### src/rtl/mem_pkg.sv
`default_nettype none
// +----------------------------------------------------------------------------+
// | mem_pkg : shared encodings and FSM state type for the data-cache sequencer |
// | Revision: 1.0                                                              |
// +----------------------------------------------------------------------------+
package mem_pkg;

    localparam logic [1:0] RW_LOAD  = 2'b01;
    localparam logic [1:0] RW_STORE = 2'b10;

    localparam logic [2:0] LEN_B  = 3'b000;
    localparam logic [2:0] LEN_H  = 3'b001;
    localparam logic [2:0] LEN_W  = 3'b010;
    localparam logic [2:0] LEN_BU = 3'b100;
    localparam logic [2:0] LEN_HU = 3'b101;

    typedef enum logic [2:0] {
        ST_IDLE  = 3'd0,
        ST_ADDR  = 3'd1,
        ST_DATA  = 3'd2,
        ST_DRAIN = 3'd3,
        ST_HOLD  = 3'd4
    } state_e;

    typedef enum logic [1:0] {
        SZ_B = 2'd0,
        SZ_H = 2'd1,
        SZ_W = 2'd2
    } size_e;

    // Unlisted length codes behave as a full word.
    function automatic size_e len_size(input logic [2:0] len);
        case (len)
            LEN_B, LEN_BU: len_size = SZ_B;
            LEN_H, LEN_HU: len_size = SZ_H;
            default:       len_size = SZ_W;
        endcase
    endfunction

endpackage
`default_nettype wire

### src/rtl/load_align.sv
`default_nettype none
// +----------------------------------------------------------------------------+
// | load_align : shifts a raw cache word by the byte offset and extends it     |
// | Revision: 1.0                                                              |
// +----------------------------------------------------------------------------+
module load_align
    import mem_pkg::*;
#(
    parameter int DW = 32
) (
    input  logic [DW-1:0] rdata_i,
    input  logic [1:0]    offset_i,
    input  logic [2:0]    len_i,
    output logic [DW-1:0] data_o
);

    logic [7:0]  w_byte;
    logic [15:0] w_half;

    assign w_byte = rdata_i[{offset_i, 3'b000} +: 8];
    assign w_half = rdata_i[{offset_i[1], 4'b0000} +: 16];

    always_comb begin
        data_o = rdata_i;
        case (len_i)
            LEN_B:   data_o = {{(DW-8){w_byte[7]}}, w_byte};
            LEN_BU:  data_o = {{(DW-8){1'b0}}, w_byte};
            LEN_H:   data_o = {{(DW-16){w_half[15]}}, w_half};
            LEN_HU:  data_o = {{(DW-16){1'b0}}, w_half};
            LEN_W:   data_o = rdata_i;
            default: data_o = rdata_i;
        endcase
    end

endmodule
`default_nettype wire

### src/rtl/mem_access_ctrl.sv
`default_nettype none
// +----------------------------------------------------------------------------+
// | mem_access_ctrl : one load/store per instruction between MEM1 and D-cache  |
// | Optional macro MEM_ALIGN_CHECK_EN enables the misaligned-address trap.     |
// | Revision: 1.0                                                              |
// +----------------------------------------------------------------------------+
module mem_access_ctrl
    import mem_pkg::*;
#(
    parameter int AW = 32,
    parameter int DW = 32
) (
    input  logic            clk,
    input  logic            rstn,
    input  logic            flush,
    input  logic            in_valid,
    output logic            in_ready,
    input  logic [AW-1:0]   in_addr,
    input  logic [DW-1:0]   in_wdata,
    input  logic [1:0]      in_rw,
    input  logic [2:0]      in_len,
    input  logic [4:0]      in_rd,
    input  logic            in_wb,
    output logic            out_valid,
    input  logic            out_ready,
    output logic [DW-1:0]   out_data,
    output logic [4:0]      out_rd,
    output logic            out_wb,
    output logic            out_ale,
    output logic            dc_req,
    output logic            dc_wr,
    output logic [AW-1:0]   dc_addr,
    output logic [DW/8-1:0] dc_wstrb,
    output logic [DW-1:0]   dc_wdata,
    input  logic            dc_addr_ok,
    input  logic            dc_data_ok,
    input  logic [DW-1:0]   dc_rdata
);

    state_e            state_q, state_d;
    logic [AW-1:0]     addr_q, addr_d;
    logic [DW-1:0]     wdata_q, wdata_d;
    logic [1:0]        rw_q, rw_d;
    logic [2:0]        len_q, len_d;
    logic [4:0]        rd_q, rd_d;
    logic              wb_q, wb_d;
    logic              ale_q, ale_d;
    logic [DW-1:0]     data_q, data_d;

    logic              w_in_is_mem;
    logic              w_misaligned;
    logic [DW-1:0]     w_load_data;
    logic [DW/8-1:0]   w_strb;
    logic [DW-1:0]     w_wdata;
    logic              w_is_store;

    assign w_in_is_mem = (in_rw == RW_LOAD) || (in_rw == RW_STORE);
    assign w_is_store  = (rw_q == RW_STORE);

`ifdef MEM_ALIGN_CHECK_EN
    assign w_misaligned = ((len_size(in_len) == SZ_H) && in_addr[0]) ||
                          ((len_size(in_len) == SZ_W) && (in_addr[1:0] != 2'b00));
`else
    assign w_misaligned = 1'b0;
`endif

    load_align #(.DW(DW)) u_load_align (
        .rdata_i  (dc_rdata),
        .offset_i (addr_q[1:0]),
        .len_i    (len_q),
        .data_o   (w_load_data)
    );

    // Low address bits only steer byte/half lanes; words always use all strobes.
    always_comb begin
        w_strb  = 4'b1111;
        w_wdata = wdata_q;
        case (len_size(len_q))
            SZ_B: begin
                w_strb  = 4'b0001 << addr_q[1:0];
                w_wdata = {4{wdata_q[7:0]}};
            end
            SZ_H: begin
                w_strb  = 4'b0011 << {addr_q[1], 1'b0};
                w_wdata = {2{wdata_q[15:0]}};
            end
            default: begin
                w_strb  = 4'b1111;
                w_wdata = wdata_q;
            end
        endcase
    end

    always_ff @(posedge clk or negedge rstn) begin
        if (!rstn) begin
            state_q <= ST_IDLE;
            addr_q  <= '0;
            wdata_q <= '0;
            rw_q    <= '0;
            len_q   <= '0;
            rd_q    <= '0;
            wb_q    <= 1'b0;
            ale_q   <= 1'b0;
            data_q  <= '0;
        end else begin
            state_q <= state_d;
            addr_q  <= addr_d;
            wdata_q <= wdata_d;
            rw_q    <= rw_d;
            len_q   <= len_d;
            rd_q    <= rd_d;
            wb_q    <= wb_d;
            ale_q   <= ale_d;
            data_q  <= data_d;
        end
    end

    always_comb begin
        state_d = state_q;
        addr_d  = addr_q;
        wdata_d = wdata_q;
        rw_d    = rw_q;
        len_d   = len_q;
        rd_d    = rd_q;
        wb_d    = wb_q;
        ale_d   = ale_q;
        data_d  = data_q;
        in_ready = 1'b0;
        case (state_q)
            ST_IDLE: begin
                in_ready = 1'b1;
                if (in_valid && !flush) begin
                    addr_d  = in_addr;
                    wdata_d = in_wdata;
                    rw_d    = in_rw;
                    len_d   = in_len;
                    rd_d    = in_rd;
                    wb_d    = in_wb;
                    ale_d   = 1'b0;
                    if (!w_in_is_mem || w_misaligned) begin
                        state_d = ST_HOLD;
                        data_d  = DW'(in_addr);
                        ale_d   = w_in_is_mem;
                    end else begin
                        state_d = ST_ADDR;
                        data_d  = '0;
                    end
                end
            end
            ST_ADDR: begin
                if (flush) begin
                    state_d = dc_addr_ok ? ST_DRAIN : ST_IDLE;
                end else if (dc_addr_ok) begin
                    state_d = ST_DATA;
                end
            end
            ST_DATA: begin
                if (flush) begin
                    state_d = dc_data_ok ? ST_IDLE : ST_DRAIN;
                end else if (dc_data_ok) begin
                    state_d = ST_HOLD;
                    if (rw_q == RW_LOAD) begin
                        data_d = w_load_data;
                    end
                end
            end
            // The cache still owes a response; swallow it before accepting again.
            ST_DRAIN: begin
                if (dc_data_ok) begin
                    state_d = ST_IDLE;
                end
            end
            ST_HOLD: begin
                if (flush || out_ready) begin
                    state_d = ST_IDLE;
                end
            end
            default: state_d = ST_IDLE;
        endcase
    end

    assign out_valid = (state_q == ST_HOLD) && !flush;
    assign out_data  = data_q;
    assign out_rd    = rd_q;
    assign out_wb    = wb_q && !ale_q;
    assign out_ale   = ale_q;
    assign dc_req    = (state_q == ST_ADDR);
    assign dc_wr     = (state_q == ST_ADDR) && w_is_store;
    assign dc_addr   = {addr_q[AW-1:2], 2'b00};
    assign dc_wstrb  = w_is_store ? w_strb : '0;
    assign dc_wdata  = w_wdata;

endmodule
`default_nettype wire
### config.mk
export PLATFORM = sky130hd
export DESIGN_NAME = mem_access_ctrl
export DESIGN_NICKNAME = d
export VERILOG_FILES = /design/src/rtl/mem_pkg.sv /design/src/rtl/load_align.sv /design/src/rtl/mem_access_ctrl.sv
export SDC_FILE = /design/constraint.sdc
export NUM_CORES = 1
export LEC_CHECK = 0
export CAP_MARGIN = 20
export CORE_UTILIZATION = 39
export DETAILED_ROUTE_END_ITERATION = 7
export PLACE_DENSITY = 0.83
export SLEW_MARGIN = 20
export SYNTH_ARGS = -nofsm -noshare
export SYNTH_HDL_FRONTEND = slang
export SYNTH_SLANG_ARGS = --single-unit
export TNS_END_PERCENT = 20
### constraint.sdc
create_clock -name clk -period 3.8 [get_ports clk]
set_input_delay 0.38 -clock clk [delete_from_list [all_inputs] [get_ports clk]]
set_output_delay 0.38 -clock clk [all_outputs]
set_load 0.02 [all_outputs]
== Word-level counts from Yosys, hierarchy flattened ==
Index checks and enable logic that the tools add are counted.

* Word-level logic and storage cells: 70
* Input port bits: 114
* Flip-flop bits (word level): 110
* Output and inout port bits: 111

* Equal/unequal tests: 20
* Reductions and logical operators: 15
* Shifts and indexed selects: 4
* Mux-type cells: 23

{| class="wikitable"
|+ Operators with widths
! kind !! count
|-
| $mux W32 || 5
|-
| $pmux W32 S2 || 2
|-
| $pmux W32 S4 || 1
|-
| $shiftx A32 B6 Y16 || 1
|-
| $shiftx A32 B6 Y8 || 1
|-
| $mux W3 || 8
|-
| $pmux W3 S5 || 1
|-
| $ne A2 B2 Y1 const B || 6
|-
| $reduce_and A5 Y1 || 2
|-
| $eq A3 B3 Y1 const B || 3
|-
| $pmux W4 S2 || 1
|-
| $eq A2 B1 Y1 const B || 3
|-
| $eq A3 B1 Y1 const B || 2
|-
| $eq A3 B2 Y1 const B || 2
|-
| $logic_not A3 Y1 || 2
|-
| $eq A2 B2 Y1 const B || 2
|-
| $mux W2 || 2
|-
| $mux W4 || 1
|-
| $pmux W2 S2 || 1
|-
| $reduce_or A2 Y1 || 2
|-
| $shl A1 B2 Y4 const A || 1
|-
| $shl A2 B2 Y4 const A || 1
|-
| $logic_and A1 B1 Y1 || 3
|-
| $ne A3 B2 Y1 const B || 1
|-
| other kinds (7) || 8
|}

== Longest topological paths before layout ==
Gate-level depths: netlist of the first run.

* Depth after elaboration: 6
* Mapped depth: 8
* Mapped depth without buffers: 5

== Cells and area by module ==
Synthesis of the first run repeated with hierarchy kept, for this count alone.

* Cell total of the unflattened synthesis: 547
* Area total of the unflattened synthesis: 6043.3 µm²

{| class="wikitable"
|+ Modules (own cells, without submodules)
! module !! area each (µm²) !! times used !! cells an instance
|-
| mem_access_ctrl || 5415.2 || 1 || 438
|-
| load_align || 628.1 || 1 || 109
|}

== Least setup slack after synthesis of the first run ==
No wires, ideal clock.

* Path type: register -> output
* Start: register len_q[1]
* End: output dc_wstrb[2]
* Stages on the path, launching flop included: 6
* Buffers on the path: 3
* Data arrival time: 1.610 ns
* Data required time: 3.420 ns
* Path slack: 1.810 ns
* Path through: dfrtp_1 > clkbuf_1 > clkbuf_1 > clkbuf_1 > a21oi_1 > nor2_1

* Longest elaborated chain between the ends: 6
* Elaborated cells between the ends (all ways): 11

{| class="wikitable"
|+ RTL lines
! what !! line !! source
|-
| from (decl) || mem_access_ctrl.sv:44 || <nowiki>logic [2:0] len_q, len_d;</nowiki>
|-
| from (signal assigned) || mem_access_ctrl.sv:110 || <nowiki>len_q <= len_d;</nowiki>
|-
| $eq A3 B1 Y1, or another cell as far along || mem_pkg.sv:33 || <nowiki>case (len)</nowiki>
|-
| $reduce_or A2 Y1 || mem_pkg.sv:33 ||
|-
| $pmux W2 S2 * || mem_pkg.sv:33 ||
|-
| $eq A2 B1 Y1 / $logic_not A2 Y1 (equally long branches) || mem_access_ctrl.sv:78 || <nowiki>case (len_size(len_q))</nowiki>
|-
| $pmux W4 S2 * || mem_access_ctrl.sv:78 ||
|-
| $mux W4 * || mem_access_ctrl.sv:190 || <nowiki>assign dc_wstrb = w_is_store ? w_strb : '0;</nowiki>
|-
| to (decl) || mem_access_ctrl.sv:33 || <nowiki>output logic [DW/8-1:0] dc_wstrb,</nowiki>
|}

Every way passes the cells marked *; elsewhere a longest branch is shown, timed or not.

== Worst setup path after layout of the first run ==
* Start: register len_q[0]
* End: output dc_wstrb[0]

The elaborated chain is that of the path after synthesis.

==> results of run 1 <==
==> synth_stat cells, types with 2 or more instances <==
cell type	instances	area (um2)
sky130_fd_sc_hd__o311ai_0	2	17.52
sky130_fd_sc_hd__buf_1	6	22.52
sky130_fd_sc_hd__inv_1	11	41.29
sky130_fd_sc_hd__o21ai_1	11	55.05
sky130_fd_sc_hd__nand2_1	44	165.2
sky130_fd_sc_hd__buf_4	43	322.8
sky130_fd_sc_hd__a222oi_1	6	60.06
sky130_fd_sc_hd__nand3_1	9	45.04
sky130_fd_sc_hd__a22o_1	2	17.52
sky130_fd_sc_hd__clkbuf_1	9	33.78
sky130_fd_sc_hd__nand2b_1	11	68.82
sky130_fd_sc_hd__buf_2	15	75.07
sky130_fd_sc_hd__buf_6	3	33.78
sky130_fd_sc_hd__mux2i_1	9	90.09
sky130_fd_sc_hd__a21boi_0	16	120.1
sky130_fd_sc_hd__a21oi_2	2	17.52
sky130_fd_sc_hd__o211ai_1	8	60.06
sky130_fd_sc_hd__mux2_2	95	1070
sky130_fd_sc_hd__o21ai_0	33	165.2
sky130_fd_sc_hd__a221oi_1	8	70.07
sky130_fd_sc_hd__a21oi_1	37	185.2
sky130_fd_sc_hd__nor2_1	20	75.07
sky130_fd_sc_hd__nor4_1	2	12.51
sky130_fd_sc_hd__dfrtp_1	110	2753
sky130_fd_sc_hd__nor2b_1	5	31.28
sky130_fd_sc_hd__nor3_1	5	25.02
==> worst max-delay path by stage <==
stage | slack, ps | startpoint | to | cells after the start
floorplan | 1810 | len_q[1] | dc_wstrb[2] | 5
global placement | 1210 | flush | out_data[15] | 7
detailed placement | 1140 | flush | out_data[16] | 8
CTS | 880 | len_q[0] | dc_wstrb[0] | 4
global route | 700 | len_q[0] | dc_wstrb[0] | 4
finish | 900 | len_q[0] | dc_wstrb[0] | 4
==> where the power goes <==
| part | internal (mW) | switching [mW] | total, mW | leakage (nW) |
|---|---|---|---|---|
| Sequential | 1.75 | 0.483 | 2.23 | 1.33 |
| Clock | 0.614 | 0.429 | 1.04 | 0.166 |
| Combinational | 2.03 | 1.92 | 3.95 | 1.85 |
| Total | 4.39 | 2.84 | 7.23 | 3.34 |
==> area by class of cell <==
cell class                      instances  share of cell area (%)
Sequential cell                       110                   33.60
Multi-Input combinational cell        345                   31.05
Timing Repair Buffer                  230                   27.98
Clock buffer                           11                   3.084
Tap cell                              184                   2.809
Clock inverter                          5                  0.9618
Inverter                               11                  0.5038
==> metal layers <==
layer	global-route usage, %	routed length [um]	vias to the layer above
li1	-	-	2222
met1	25.60	6506	2278
met2	35.98	7906	231
met3	7.509	1701	27
met4	6.845	350	0
met5	0	0	-
==> kinds of logic (layout without fill, tap and decap cells) <==
| kind of cell | after synthesis | count (layout) | synth area share [%] |
|---|---|---|---|
| buf+inv | 87 | 257 | 9.110 |
| compound gates | 133 | 133 | 14.41 |
| mux | 104 | 104 | 19.97 |
| simple gates | 104 | 104 | 8.917 |
| flops | 110 | 110 | 47.38 |
| xor+xnor | 1 | 1 | 0.1508 |
| other cells | 1 | 3 | 0.06455 |
==> registers in the layout, summed over array words and instances, names as in the netlist <==
name and count:
addr_q 32, out_data 32, wdata_q 32, out_rd 5, len_q 3, state_q 3, rw_q 2, wb_q 1
==> critical path, cell delays in order (launching register included) <==
cell	delay (ps)
sky130_fd_sc_hd__dfrtp_1	720
sky130_fd_sc_hd__nor2b_1	150
sky130_fd_sc_hd__o21ai_1	460
sky130_fd_sc_hd__nor2b_1	200
sky130_fd_sc_hd__clkdlybuf4s50_1	650
==> impl_results.rst, run 1 <==
.. list-table::
   :header-rows: 1

   * - Metric
     - Value
   * - Final setup slack of the worst path
     - 896.3 ps
   * - Count of cells resized by post-cts repair
     - 0
   * - Most instantiated flip-flop cell in the synthesis netlist
     - sky130_fd_sc_hd__dfrtp_1
   * - Drt via density
     - approximately 5.3
   * - Final hold violation count
     - 0
   * - Kind of start point of the critical path
     - flip-flop
   * - Areal power density over the cells
     - 882.0 nW/um2
   * - Final layout net count
     - ~820
   * - Remaining antenna violation count after routing
     - 0
   * - IO Port Bufs
     - 221
   * - CTS hold repair buffers
     - 0
   * - End-of-flow core utilization
     - between 50% and 60%
   * - Die area
     - roughly 15000 um2
   * - Relative slew margins
     - between 40% and 50%
   * - Post-synthesis cell count
     - 540
   * - Post-Synthesis Mean Instance Area
     - 10.76 um2
   * - RR Endpoint
     - out_data[19]
   * - Vias in the first global route
     - 4656
   * - Number of cells after detailed placement
     - roughly 900
   * - Number of design rule violations left after detail routing
     - 0
   * - Initial standard-cell utilization of the core
     - about 40%
   * - Worst setup skew after layout
     - approximately 11 ps
   * - Number of maximum-capacitance violations
     - 0
   * - # setup viols final
     - 0
   * - Total wire length
     - 16460 um
   * - Worst-case clock buffer depth
     - 2
   * - Internal reg-to-reg setup slack
     - between 1000 and 1500 ps
   * - Setup TNS
     - 0 ps
   * - Die width
     - about 120 um
   * - Tightest Hold Check Type
     - in -> async
   * - Vertical extent of the die
     - 124.0 um
   * - Standard cell core area
     - 14530 um2
   * - Crit end category
     - output port
   * - Final critical delay including setup and external delays
     - 2904 ps
   * - Multi-input combinational cell area
     - 2545 um2
   * - Leakage power of the design
     - 3.343 nW
   * - Maximum level of the CTS H-tree
     - 3
   * - Asr flop ratio synth
     - 100.0%
   * - Transition time at the pin with the least slew margin
     - 775.2 ps
   * - Final instance area
     - 8195 um2
   * - Clock tree from TritonCTS
     - yes
   * - Fill count
     - 1270
   * - Wirelength per Cell
     - 18.38 um
   * - Starting DRC count in detailed routing
     - 329
   * - Unrepaired setup endpoints after global routing
     - no
   * - Number of cells traversed by the worst register-to-register path
     - 6
   * - Final worst path period share
     - 76.41%
   * - Worst-path maximum fanout
     - 20
   * - Ratio of cells with drive above 1 in the final layout
     - 18.26%
   * - Commonest cells after routing, fill and taps aside
     - sky130_fd_sc_hd__clkdlybuf4s50_1, sky130_fd_sc_hd__dfrtp_1, sky130_fd_sc_hd__mux2_2, sky130_fd_sc_hd__nand2_1, sky130_fd_sc_hd__a21oi_1
   * - Count of TritonRoute iterations in the first routing pass
     - 5
   * - Yosys warnings
     - 0
   * - Overall via count from detail_route
     - 4758
   * - I/O pin count
     - between 200 and 250
   * - Mapped Area
     - 5809 um2
   * - Ant. Diodes
     - 0
   * - Required time at the worst-slack endpoint
     - between 3000 and 4000 ps
   * - Maximum resistive drop on vdd
     - 0.6296 mV
   * - Count of final max-slew check failures
     - 0
   * - Source-to-sink clock delay at the later pin of the worst-skew pair
     - 350 ps
   * - GRT overflow
     - 0
   * - FMAX
     - about 0.34 GHz
   * - Worst-case setup slack after placement
     - 1140 ps
   * - Number of buffers added for setup after CTS
     - 0
   * - Cell row count
     - 44
   * - Area post-placement
     - 7858 um2
   * - Most common library cell in the layout ignoring fill and taps
     - sky130_fd_sc_hd__clkdlybuf4s50_1
   * - Num Clock Sinks
     - 110
   * - Wire length of the first global-routing pass
     - 24710 um
   * - Register cell area after layout
     - around 2800 um2
   * - Crit path arrival time
     - 2520 ps
   * - Number of synthesized flops with an enable pin
     - 0
   * - Clock Root Buffer
     - sky130_fd_sc_hd__clkbuf_16
   * - Tot Pwr
     - 7.228 mW
   * - Final weighted congestion in routability-driven placement
     - 0.8606
   * - Result of the run
     - finished, final reports clean
   * - Maximum number of pins on one net before global-route repair
     - 83
   * - Reg2Reg Launch Point
     - len_q[1]
   * - Start-to-end type of the worst setup path
     - reg -> out
   * - Worst hold slack
     - about 66 ps
   * - All-Layer GR Usage
     - 21.46%
   * - Post-layout instance count excluding filler cells
     - 896
   * - Sequential-to-total area share from yosys stat
     - a little under half
   * - Number of buffers added by the clock tree synthesis step
     - 9
   * - Number of antenna violations at the first check in global routing
     - 0
   * - Area growth from synthesis to layout
     - 41.07%
   * - Number of flip-flops and latches in the synthesized netlist
     - 110
   * - Synth cell types
     - 44
   * - Total half-perimeter wirelength after legalization and detailed placement
     - 12050 um
   * - Clock slew seen by the registers of the worst setup and hold paths
     - 70 ps
Note: power is estimated with default switching activity, not from simulation.
==> run 2, diff against run 1 <==
--- a/config.mk
+++ b/config.mk
@@ -8,7 +8,7 @@
 export CAP_MARGIN = 20
 export CORE_UTILIZATION = 39
 export DETAILED_ROUTE_END_ITERATION = 7
-export PLACE_DENSITY = 0.83
+export PLACE_DENSITY = 0.85
 export SLEW_MARGIN = 20
 export SYNTH_ARGS = -nofsm -noshare
 export SYNTH_HDL_FRONTEND = slang
==> constraint.sdc (replaced) <==
create_clock -name clk -period 2.5 [get_ports clk]
set_input_delay 0.25 -clock clk [delete_from_list [all_inputs] [get_ports clk]]
set_output_delay 0.25 -clock clk [all_outputs]
set_load 0.02 [all_outputs]
==> impl_results.rst, run 2 (synthesized netlist as in run 1, its figures left out) <==
.. list-table::
   :header-rows: 1

   * - Metric
     - Value
   * - FMAX
     - 0.4228 GHz
   * - Standard cell core area
     - about 15000 um2
   * - Final weighted congestion in routability-driven placement
     - ~0.86
   * - Clock slew seen by the registers of the worst setup and hold paths
     - 80 ps
   * - Tightest Hold Check Type
     - in -> async
   * - Worst-path maximum fanout
     - 7
   * - Relative slew margins
     - 48.75%
   * - Count of TritonRoute iterations in the first routing pass
     - 5
   * - Number of cells after detailed placement
     - 889
   * - Number of buffers added by the clock tree synthesis step
     - 9
   * - Total wire length
     - roughly 17000 um
   * - # setup viols final
     - 0
   * - Number of design rule violations left after detail routing
     - 0
   * - Global routing met2 resource utilization
     - 36.74%
   * - Start-to-end type of the worst setup path
     - reg -> out
   * - Total half-perimeter wirelength after legalization and detailed placement
     - 12430 um
   * - Number of buffers added for setup after CTS
     - 0
   * - Number of maximum-capacitance violations
     - 0
   * - Initial standard-cell utilization of the core
     - 39.97%
   * - Final critical delay including setup and external delays
     - 2365 ps
   * - Clock tree from TritonCTS
     - yes
   * - Die area
     - 15390 um2
   * - Transition time at the pin with the least slew margin
     - 762.9 ps
   * - Final hold violation count
     - 0
   * - Ant. Diodes
     - 0
   * - Final worst path period share
     - a little over nine tenths
   * - Wirelength per Cell
     - 18.32 um
   * - Required time at the worst-slack endpoint
     - between 2000 and 2500 ps
   * - Result of the run
     - finished, final reports clean
   * - Overall via count from detail_route
     - between 4k and 5k
   * - Count of final max-slew check failures
     - 0
   * - Most Crowded Layer GR
     - met2
   * - Met1 GRT Util
     - between 20 and 30%
   * - Die width
     - roughly 120 um
   * - I/O pin count
     - 225
   * - Most common library cell in the layout ignoring fill and taps
     - sky130_fd_sc_hd__clkdlybuf4s50_1
   * - Maximum level of the CTS H-tree
     - 3
   * - All-Layer GR Usage
     - 21.81%
   * - Areal power density over the cells
     - approximately 1300 nW/um2
   * - Number of antenna violations at the first check in global routing
     - 0
   * - Worst setup skew after layout
     - 6.981 ps
   * - Area growth from synthesis to layout
     - 41.78%
   * - Num Clock Sinks
     - 110
   * - Ratio of cells with drive above 1 in the final layout
     - 19.53%
   * - Post-layout instance count excluding filler cells
     - 906
   * - Source-to-sink clock delay at the later pin of the worst-skew pair
     - 350 ps
   * - Final layout net count
     - around 830
   * - Maximum number of pins on one net before global-route repair
     - 50
   * - Crit end category
     - output port
   * - GR Util met3
     - 6.548%
   * - Setup TNS
     - 0 ps
   * - Starting DRC count in detailed routing
     - 347
   * - Vertical extent of the die
     - approximately 120 um
   * - Wire length of the first global-routing pass
     - 25230 um
   * - Leakage power of the design
     - 3.356 nW
   * - GRT overflow
     - 0
   * - Clock Root Buffer
     - sky130_fd_sc_hd__clkbuf_16
   * - Kind of start point of the critical path
     - flip-flop
   * - IO Port Bufs
     - 221
   * - Commonest cells after routing, fill and taps aside
     - sky130_fd_sc_hd__clkdlybuf4s50_1, sky130_fd_sc_hd__dfrtp_1, sky130_fd_sc_hd__mux2_2, sky130_fd_sc_hd__nand2_1, sky130_fd_sc_hd__a21oi_1
   * - Fill count
     - 1256
   * - Drt via density
     - 5.370
   * - Cell row count
     - 44
   * - Remaining antenna violation count after routing
     - 0
   * - Unrepaired setup endpoints after global routing
     - no
   * - Crit path arrival time
     - 2110 ps
   * - Vias in the first global route
     - about 4.8k
   * - Maximum resistive drop on vdd
     - 0.7655 mV
   * - Worst-case clock buffer depth
     - 2
## run 2: cell types whose count changed in the layout (fill, tap and decap cells not counted)
cell and change:
sky130_fd_sc_hd__buf_12 +1, sky130_fd_sc_hd__buf_4 +9, sky130_fd_sc_hd__bufinv_16 -2, sky130_fd_sc_hd__clkbuf_8 -2
sky130_fd_sc_hd__clkdlybuf4s50_1 -1, sky130_fd_sc_hd__clkinv_2 -2, sky130_fd_sc_hd__clkinv_4 +1, sky130_fd_sc_hd__clkinvlp_4 +4
sky130_fd_sc_hd__dfrtp_1 -1, sky130_fd_sc_hd__dfrtp_2 +1, sky130_fd_sc_hd__dlygate4sd3_1 +1, sky130_fd_sc_hd__inv_8 +1
## run 2: per-layer routing
layer	part of all wire (%)	vias up	wire, um
met1	41	2354	6744
met4	2.7	0	443
met3	9.6	30	1590
met5	0	-	0
li1	-	2240	-
met2	47	241	7823
## run 2: report_power, final
part | leakage (nW) | switching [mW] | internal (mW)
clock network | 0.126 | 0.703 | 0.689
logic | 1.90 | 3.07 | 3.14
registers | 1.32 | 0.632 | 2.66
total | 3.36 | 4.40 | 6.49
## run 2: layout make-up
type	instances	area (um2)	share of cell area, %
inverter	11	41.29	0.5013
clock inverter	7	58.81	0.7140
sequential	110	2755	33.45
tap	184	230.2	2.795
clock buffer	9	225.2	2.734
multi-input combinational	345	2545	30.90
timing repair buffer	240	2381	28.91
## run 2: critical path, stage by stage, from the launching register on
cell and delay, ps:
sky130_fd_sc_hd__dfrtp_2 480, sky130_fd_sc_hd__nor2_1 180, sky130_fd_sc_hd__buf_4 200, sky130_fd_sc_hd__mux2_2 340, sky130_fd_sc_hd__clkdlybuf4s50_1 560
## run 2: stage by stage
| stage | area, um2 | hold WS, ps | util, % | power [mW] | setup slack [ps] |
|---|---|---|---|---|---|
| after floorplan | 5817 | -45.59 | - | 7.118 | 538.3 |
| after global placement | 7935 | 315.5 | 54.60 | 9.421 | 162.2 |
| after detailed placement | 7935 | 321.7 | 54.60 | 9.526 | 139.5 |
| after CTS | 8229 | 485.8 | 56.62 | 10.98 | 26.12 |
| after global routing | 8237 | 498.2 | 56.67 | 11.55 | 18.83 |
| final | 8237 | 466.2 | 56.67 | 10.89 | 135.0 |
## run 2: path summary, 6_finish.rpt
| kind | from | end | slack (ps) | cells after the start |
|---|---|---|---|---|
| worst max register to register | addr_q[0] | out_data[18] | 310 | 5 |
| worst max-delay path | len_q[1] | dc_wdata[13] | 140 | 4 |
| min in group clk | out_data[16] | out_data[16] | 480 | 2 |
| worst min-delay path | rstn | addr_q[8] | 470 | 2 |
| max in group asynchronous | rstn | wdata_q[2] | 1240 | 3 |
| worst min register to register | out_data[16] | out_data[16] | 480 | 2 |
## run 2: timing repair
action                                  4_1_cts  5_1_grt
endpoints found under the setup margin        0        4
hold endpoints to repair                     46        0
hold buffers                                  1        0
gates resized for setup                       0        2
==> run 3, diff against run 2 <==
--- a/config.mk
+++ b/config.mk
@@ -6,11 +6,14 @@
 export NUM_CORES = 1
 export LEC_CHECK = 0
 export CAP_MARGIN = 20
+export CORE_MARGIN = 1
 export CORE_UTILIZATION = 39
+export CTS_CLUSTER_DIAMETER = 60
 export DETAILED_ROUTE_END_ITERATION = 7
 export PLACE_DENSITY = 0.85
 export SLEW_MARGIN = 20
 export SYNTH_ARGS = -nofsm -noshare
 export SYNTH_HDL_FRONTEND = slang
+export SYNTH_HIERARCHICAL = 1
 export SYNTH_SLANG_ARGS = --single-unit
 export TNS_END_PERCENT = 20
==> impl_results.rst, run 3 <==
.. list-table::
   :header-rows: 1

   * - Metric
     - Value
   * - Areal power density over the cells
     - 1364 nW/um2
   * - Post-Synthesis Mean Instance Area
     - 11.05 um2
   * - Count of TritonRoute iterations in the first routing pass
     - 4
   * - Asr flop ratio synth
     - 100.0%
   * - Tightest Hold Check Type
     - in -> async
   * - Tot Pwr
     - 11.57 mW
   * - Number of design rule violations left after detail routing
     - 0
   * - Synth cell types
     - 41
   * - Transition time at the pin with the least slew margin
     - 694.1 ps
   * - I/O pin count
     - 225
   * - Internal power
     - just under 7 mW
   * - Worst hold slack
     - 430.9 ps
   * - Vertical extent of the die
     - 126.5 um
   * - FMAX
     - between 0.4 and 0.5 GHz
   * - Crit path arrival time
     - 2110 ps
   * - All-Layer GR Usage
     - 21.26%
   * - Maximum level of the CTS H-tree
     - 3
   * - Clock Root Buffer
     - sky130_fd_sc_hd__clkbuf_16
   * - Standard cell core area
     - 15150 um2
   * - Area growth from synthesis to layout
     - 40.33%
   * - GRT overflow
     - 0
   * - Post-layout instance count excluding filler cells
     - about 920
   * - Post-synthesis cell count
     - 547
   * - Mapped Area
     - 6043 um2
   * - Die width
     - 126.5 um
   * - Sequential-to-total area share from yosys stat
     - between 40% and 50%
   * - Share of total power in sequential cells
     - 29.0%
   * - Initial standard-cell utilization of the core
     - between 30 and 40%
   * - Worst setup skew after layout
     - 5.734 ps
   * - Logic gate share of total power
     - 59.4%
   * - Final hold violation count
     - 0
   * - Remaining antenna violation count after routing
     - 0
   * - Final critical delay including setup and external delays
     - 2362 ps
   * - Fill count
     - 1293
   * - Final worst path period share
     - 94.50%
   * - Crit end category
     - output port
   * - Cell row count
     - 45
   * - Wirelength per Cell
     - ~18 um
   * - Wire length of the first global-routing pass
     - 26320 um
   * - Yosys warnings
     - 6
   * - Most instantiated flip-flop cell in the synthesis netlist
     - sky130_fd_sc_hd__dfrtp_1
   * - Share of the synthesized area in the top cell type
     - 45.55%
   * - # setup viols final
     - 0
   * - Overall via count from detail_route
     - about 4.8k
   * - Required time at the worst-slack endpoint
     - 2250 ps
   * - Power share of the clock group
     - 11.6%
   * - Most area-hungry cell type in the Yosys netlist
     - sky130_fd_sc_hd__dfrtp_1
   * - Commonest cells after routing, fill and taps aside
     - sky130_fd_sc_hd__clkdlybuf4s50_1, sky130_fd_sc_hd__dfrtp_1, sky130_fd_sc_hd__nand2_1, sky130_fd_sc_hd__o21ai_0, sky130_fd_sc_hd__mux2_4
   * - Vias in the first global route
     - 5034
   * - Unrepaired setup endpoints after global routing
     - no
   * - IO Port Bufs
     - roughly 220
   * - Setup TNS
     - 0 ps
   * - Result of the run
     - finished, final reports clean
   * - Total wire length
     - roughly 17000 um
   * - Number of buffers added by the clock tree synthesis step
     - 9
   * - Kind of start point of the critical path
     - flip-flop
   * - Count of final max-slew check failures
     - 0
   * - Die area
     - 16000 um2
   * - Number of maximum-capacitance violations
     - 0
   * - Maximum resistive drop on vdd
     - between 0.8 and 0.9 mV
   * - Most common cell in the synthesized netlist
     - sky130_fd_sc_hd__dfrtp_1
   * - Num Clock Sinks
     - 110
   * - Starting DRC count in detailed routing
     - 240
   * - Number of synthesized flops with an enable pin
     - 0
   * - Source-to-sink clock delay at the later pin of the worst-skew pair
     - 350 ps
   * - Total half-perimeter wirelength after legalization and detailed placement
     - 12380 um
   * - Relative slew margins
     - a little over half
   * - Worst-case clock buffer depth
     - 2
   * - Final weighted congestion in routability-driven placement
     - 0.8228
   * - Start-to-end type of the worst setup path
     - reg -> out
   * - Number of flip-flops and latches in the synthesized netlist
     - 110
   * - Most area-consuming cells after synthesis
     - sky130_fd_sc_hd__dfrtp_1, sky130_fd_sc_hd__mux2_4, sky130_fd_sc_hd__mux2_2, sky130_fd_sc_hd__buf_4, sky130_fd_sc_hd__nand2_1
   * - Sw Pwr
     - 4.666 mW
   * - Share of total power consumed by net switching
     - 40.33%
   * - Clock slew seen by the registers of the worst setup and hold paths
     - 70 ps
   * - Maximum number of pins on one net before global-route repair
     - 65
   * - Worst-path maximum fanout
     - 10
   * - Leakage power of the design
     - about 3.7 nW
   * - Drt via density
     - 5.249
   * - List of most frequent post-synthesis cells
     - sky130_fd_sc_hd__dfrtp_1, sky130_fd_sc_hd__nand2_1, sky130_fd_sc_hd__o21ai_0
   * - Clock tree from TritonCTS
     - yes
   * - Number of antenna violations at the first check in global routing
     - 0
   * - Number of cells after detailed placement
     - approximately 900
   * - Most common library cell in the layout ignoring fill and taps
     - sky130_fd_sc_hd__clkdlybuf4s50_1
   * - Ratio of cells with drive above 1 in the final layout
     - 19.51%
   * - Final layout net count
     - 837
   * - End-of-flow core utilization
     - 55.99%
-- run 3: changes by cell type in the layout (fill, tap and decap cells not counted), sizes merged, moves of 7 or more --
cell,previous run,this run
inv,13,3
a21boi,16,0
o21ai,44,54
nand2,45,88
a22oi,2,41
nor2,20,12
a221oi,8,0
nand3,9,2
a21oi,39,13
-- run 3: logic make-up (layout without fill, tap and decap cells) --
| kind of cell | count (synthesis) | after routing | synth area share [%] |
|---|---|---|---|
| and+or+nand+nor | 130 | 130 | 10.12 |
| AOI/OAI and AO/OA | 117 | 117 | 12.03 |
| muxes | 109 | 109 | 23.35 |
| DFF | 110 | 110 | 45.55 |
| buffers and inverters | 79 | 258 | 8.737 |
| xor gates and xnor gates | 1 | 1 | 0.1450 |
| other | 1 | 4 | 0.06205 |
-- run 3: worst paths after layout --
kind	slack, ps	depth (start not counted)	start	to
setup / recovery	140	4	len_q[0]	dc_wdata[28]
max in group asynchronous	1320	3	rstn	addr_q[28]
hold / removal	430	2	rstn	wdata_q[27]
setup reg to reg	310	6	addr_q[0]	out_data[4]
min in group clk	480	2	out_data[13]	out_data[13]
hold reg to reg	480	2	out_data[13]	out_data[13]
-- run 3: area by class of cell --
cell class              count  area, um2  share of cell area (%)
multi-input cells         360       2798                   32.99
clock buffers              11      232.7                   2.744
inverters                   3      11.26                  0.1328
diodes                      1      2.502                 0.02951
repair buffers            239       2410                   28.42
clock inverters             5      36.28                  0.4279
flip-flops and latches    110       2755                   32.49
well taps                 188      235.2                   2.774
-- run 3: through the flow --
stage	cell area [um2]	worst slack, ps
after CTS	8478	104.0
after global routing	8478	17.16
final	8481	137.6
after detailed placement	8198	89.14
after floorplan	6051	601.4
after global placement	8198	188.5
-- run 3: what timing repair did --
item | 4_1_cts | 5_1_grt
setup endpoints to repair | 1 | 0
endpoints found under the hold margin | 40 | 0
buffers inserted | 0 | 0
hold buffers | 1 | 0
gates resized for setup | 1 | 0
-- run 3: power by group through the flow --
| stage | Combinational, mW | Sequential [mW] | Clock, mW |
|---|---|---|---|
| 2_1_floorplan | 4.24 | 3.49 | 0 |
| 3_3_place_gp | 6.79 | 3.34 | 0 |
| 3_5_place_dp | 6.88 | 3.38 | 0 |
| 4_1_cts | 6.92 | 3.36 | 1.40 |
| 5_1_grt | 7.32 | 3.49 | 1.45 |
| 6_report | 6.87 | 3.36 | 1.34 |
-- run 3: per-layer routing --
layer	global-route usage (%)	vias to the layer above	part of all wire [%]
li1	-	2237	-
met2	36.82	220	49
met5	0	-	0
met3	7.043	24	8.9
met1	24.51	2332	40
met4	7.583	0	2.1
-- run 3: worst max-delay path, cell delays in order (launching register included) --
cell                              delay (ps)
sky130_fd_sc_hd__dfrtp_2                 500
sky130_fd_sc_hd__buf_4                   200
sky130_fd_sc_hd__mux2i_1                 110
sky130_fd_sc_hd__o21ai_0                 260
sky130_fd_sc_hd__clkdlybuf4s50_1         680
